--- src/rtl/pulse_train_gen.sv ---
// Burst pulse generator: N evenly spaced pulses with programmable half-period.
// Optional abort input enabled by defining PULSE_TRAIN_ABORT_EN.
module pulse_train_gen #(
    parameter int CNT_W = 16,
    parameter int DIV_W = 8
) (
    input  logic             clock,
    input  logic             reset,
    input  logic             start,
`ifdef PULSE_TRAIN_ABORT_EN
    input  logic             abort,
`endif
    input  logic [CNT_W-1:0] pulse_count,
    input  logic [DIV_W-1:0] half_period,
    output logic             pulse_out,
    output logic             busy,
    output logic             done,
    output logic [CNT_W-1:0] pulses_sent
);

    typedef enum logic [1:0] {
        IDLE   = 2'd0,
        HIGH   = 2'd1,
        LOW    = 2'd2,
        FINISH = 2'd3
    } state_t;

    state_t           state;
    logic [CNT_W-1:0] cnt_q;
    logic [DIV_W-1:0] hp_q;
    logic [DIV_W-1:0] ph;

    // Zero half-period is clamped to one cycle per phase.
    logic [DIV_W-1:0] hp_eff;
    assign hp_eff = (half_period == '0) ? DIV_W'(1) : half_period;

    // Burst sequencer with registered pulse/status outputs.
    always_ff @(posedge clock or posedge reset) begin
        if (reset) begin
            state       <= IDLE;
            cnt_q       <= '0;
            hp_q        <= '0;
            ph          <= '0;
            pulse_out   <= 1'b0;
            busy        <= 1'b0;
            done        <= 1'b0;
            pulses_sent <= '0;
        end else begin
            done <= 1'b0;
            case (state)
                IDLE: begin
                    if (start) begin
                        cnt_q <= pulse_count;
                        hp_q  <= hp_eff;
                        ph    <= DIV_W'(1);
                        if (pulse_count != '0) begin
                            state       <= HIGH;
                            pulse_out   <= 1'b1;
                            busy        <= 1'b1;
                            pulses_sent <= CNT_W'(1);
                        end else begin
                            state       <= FINISH;
                            done        <= 1'b1;
                            busy        <= 1'b0;
                            pulses_sent <= '0;
                        end
                    end
                end
                HIGH: begin
                    if (ph == hp_q) begin
                        state     <= LOW;
                        pulse_out <= 1'b0;
                        ph        <= DIV_W'(1);
                    end else begin
                        ph <= ph + DIV_W'(1);
                    end
                end
                LOW: begin
                    if (ph == hp_q) begin
                        ph <= DIV_W'(1);
                        if (pulses_sent == cnt_q) begin
                            state <= FINISH;
                            done  <= 1'b1;
                            busy  <= 1'b0;
                        end else begin
                            state       <= HIGH;
                            pulse_out   <= 1'b1;
                            pulses_sent <= pulses_sent + CNT_W'(1);
                        end
                    end else begin
                        ph <= ph + DIV_W'(1);
                    end
                end
                FINISH: begin
                    state <= IDLE;
                end
                default: begin
                    state     <= IDLE;
                    pulse_out <= 1'b0;
                    busy      <= 1'b0;
                end
            endcase
`ifdef PULSE_TRAIN_ABORT_EN
            // Abort cuts a running burst short without a done strobe.
            if (abort && busy) begin
                state     <= IDLE;
                pulse_out <= 1'b0;
                busy      <= 1'b0;
                done      <= 1'b0;
                ph        <= '0;
            end
`endif
        end
    end

endmodule

--- config.mk ---
export PLATFORM = sky130hd
export DESIGN_NAME = pulse_train_gen
export DESIGN_NICKNAME = d
export VERILOG_FILES = /design/src/rtl/pulse_train_gen.sv
export SDC_FILE = /design/constraint.sdc
export NUM_CORES = 1
export LEC_CHECK = 0
export BUFFER_PORTS_ARGS = -buffer_cell sky130_fd_sc_hd__buf_2
export CAP_MARGIN = 40
export CORE_MARGIN = 1
export CORE_UTILIZATION = 51
export DETAILED_ROUTE_END_ITERATION = 16
export PLACE_DENSITY = 0.78
export SYNTH_ARGS = -nofsm -noshare
export SYNTH_HDL_FRONTEND = slang
export SYNTH_SLANG_ARGS = --single-unit
--- constraint.sdc ---
create_clock -name clock -period 2.1 [get_ports clock]
set_input_delay 0.315 -clock clock [delete_from_list [all_inputs] [get_ports clock]]
set_output_delay 0.315 -clock clock [all_outputs]
set_load 0.005 [all_outputs]
==> flow_metrics.py <==
metrics = {
    "pwr": {
        "pwr-share-seq_pct": 56.9,
        "switching_power_w": 0.000360,
        "p_sw_share_pct": 20.1,
        "vdd_ir_drop_max_mv": 0.504,
        "p_leak_nw": 1.62,
        "p_int_w": 0.00143,
        "clkPwrFrac_pct": 39.9,
        "pwr-share-comb_pct": 3.3,
        "power_density_nw_per_um2": 505,
    },
    "routing": {
        "dr.max_layer_used": "met4",
        "wl_met2_um": 3290,
        "ant_nets": 0,
        "dr.pass1.iters": 5,
        "viasPerCell": 6.00,
        "routedWlPerCell_um": 16.3,
        "via_count": 2563,
        "drt-met1-wl_um": 3280,
        "drt_wl_total_um": 6950,
        "met3_length_um": 303,
        "drc": 0,
        "drt_iter0_drc": 301,
    },
    "clocking": {
        "root_buffer": "clkbuf_8",
        "cts_tree": "done",
        "cts.sinks": 53,
        "cts_made_buffers": 5,
        "clk_pin_slew_ns": 0.09,
        "clkLatencyLatePin_ns": 0.30,
        "htreeDepth": 2,
        "cts_buffer_depth": 2,
    },
    "place": {
        "io_buffer_count": 45,
        "gp_congestion": 0.924,
        "pre_cts_slack_ns": 0.0306,
        "dp.final_hpwl_um": 5090,
        "dp_cells": 413,
        "postPlaceCellArea_um2": 3320,
    },
    "timing": {
        "timing.fmax_ghz": 0.494,
        "slew_headroom_pct": 67.3,
        "finalClockSkew_ns": 0.0107,
        "timing.hold.ws_ns": 0.257,
        "drv_slew": 0,
        "grt_setup_unrepaired": "yes",
        "fin_crit_ns": 2.02,
        "finalHoldViolCount": 0,
        "worst_pin_slew_ns": 0.485,
        "tns_ns": 0,
        "layout_setup_ws_ns": 0.0767,
        "finalSetupViolations": 0,
        "period_share_pct": 96.3,
    },
    "finish": {
        "nets": 387,
        "area_growth_pct": 21.9,
        "mostFrequentLayoutCells": "dfrtp_1, buf_2, nand2_1",
        "drive_gt1_share_pct": 33.2,
        "final_cell_area_um2": 3550,
        "final_cells": 427,
        "layout_commonest_cell": "dfrtp_1",
        "antenna_cells": 0,
    },
    "global_routing": {
        "grt_overflow_total": 0,
        "grt_max_degree": 27,
        "antenna_found_initial": 0,
        "grt_pass1_wl_um": 11400,
        "grt_pass1_vias": 2427,
        "grt_usage_pct": 23.9,
    },
    "synth": {
        "synth_simple_gate_area_share_pct": 19.2,
        "ys_seq_area_share_pct": 45.6,
        "synth_area_leaders": "dfrtp_1, mux2_2, xnor2_1, nand2_1, xor2_1",
        "synth_nets": 319,
        "yosysWarnings": 0,
        "yosysTopAreaCell": "dfrtp_1",
        "synth-edff-count": 0,
        "yosysTopAreaCellShare_pct": 45.6,
        "synth_fa_ha_area_share_pct": 2.58,
        "syn-instance-count": 286,
        "avgSynthCellArea_um2": 10.2,
        "synth_flop_cell": "dfrtp_1",
        "synth_compound_area_share_pct": 13.0,
        "yosys.area_share.xor_xnor_pct": 8.13,
        "synth_top_family_by_area": "simple AND/OR/NAND/NOR gates",
        "ys_ff_latch": 53,
        "synth_cell_types": 43,
        "async_flop_share_pct": 100,
        "muxShareOfSynthArea_pct": 8.90,
        "synth_area_um2": 2910,
    },
    "setup_path": {
        "critPathMaxFanout": 7,
        "critPathBufInv": 1,
        "critPathTopFamily": "compound AO/OA/AOI/OAI gates",
        "cp_num_cells": 7,
        "r2r_slack_ns": 0.08,
        "crit_path_top_delay_cell": "dfrtp_1",
        "critical_path_arrival_ns": 2.21,
        "r2r_cells": 7,
        "crit_path_start_kind": "flip-flop",
        "critPathMaxStageDelay_ns": 0.44,
        "crit_chain": "xnor2_1, nand4_1, or2_4, a211o_4, buf_6, o31ai_2, o41ai_1",
        "critPathCaptureType": "flip-flop",
        "setup.worst_path.class": "flip-flop to flip-flop",
        "worstPathRequired_ns": 2.29,
    },
    "floorplanning": {
        "pin_count": 46,
        "initial_utilization_pct": 52.9,
        "core_area_um2": 5510,
        "row_count": 27,
        "fp.dieH_um": 77.5,
        "die_width_um": 77.5,
        "die_area_um2": 6010,
    },
    "outcome": {
        "status": "finished, final reports clean",
    },
    "hold_path": {
        "hp-class": "primary input to flip-flop",
        "whs_path_depth": 2,
    },
    "flow_run": {
        "cap_violations": 0,
    },
}
## final cells by class
class | instances | area, um^2
Clock inverter | 1 | 30.0
Sequential cell | 53 | 1330
Fill cell | 425 | 1960
Multi-Input combinational cell | 219 | 1570
Tap cell | 72 | 90.1
Timing Repair Buffer | 70 | 423
Clock buffer | 7 | 86.3
Inverter | 5 | 18.8
## worst paths after layout
check / startpoint / end
setup reg to reg: ph[1] / pulses_sent[15]
max in group asynchronous: reset / cnt_q[4]
min in group asynchronous: reset / ph[1]
hold / removal: pulse_count[15] / cnt_q[15]
setup / recovery: ph[1] / pulses_sent[15]
hold reg to reg: cnt_q[7] / cnt_q[7]
## flip-flops by register name (all words and copies together), names as in the netlist
signal,flops
busy,1
hp_q,8
done,1
ph,8
pulses_sent,16
pulse_out,1
cnt_q,16
state,2
## power by group through the flow
stage / registers (W) / clock network [W] / logic [W]
final: 0.00102 / 0.000714 / 0.0000582
after global routing: 0.00102 / 0.000771 / 0.0000669
after CTS: 0.00102 / 0.000729 / 0.0000594
after detailed placement: 0.00104 / 0 / 0.0000580
after global placement: 0.00104 / 0 / 0.0000567
after floorplan: 0.00104 / 0 / 0.0000183
## cell usage after synthesis, types with 2 or more instances
cell type and count:
dfrtp_1 53, nand2_1 28, mux2_2 23, nor2_1 19, o21ai_0 18, xnor2_1 16
nand3_1 12, nor4_1 11, o31ai_1 11, xor2_1 11, o22a_1 8, nand4_1 7
nor3_1 7, clkbuf_1 6, ha_1 6, inv_1 5, nand2b_1 5, a21oi_1 4
and2_1 3, and3_1 3, or2_2 3, a31oi_1 2, and4_1 2, buf_6 2
o41ai_1 2, or2_4 2
## per-stage QoR
stage	utilization, %	total power (W)
floorplan	-	0.00106
global placement	60.3	0.00110
detailed placement	60.3	0.00110
CTS	62.6	0.00181
global route	64.4	0.00186
finish	64.4	0.00179
## layer usage
metal	track usage (%)	up-vias
met3	4.12	19
met1	33.4	1257
met5	0	-
met4	5.28	0
li1	-	1187
met2	38.8	100
## timing repair
action	4_1_cts	5_1_grt
gates resized for setup	0	17
setup buffers	0	3
endpoints found under the hold margin	13	0
endpoints found under the setup margin	0	20
hold buffers	1	0
## kinds of logic after synthesis
group           after synthesis
simple gates                108
fa+ha+maj                     6
flops                        53
mux                          23
buf+inv                      15
xor+xnor                     27
compound gates               54
No activity file was read; power rests on OpenSTA's default activity.
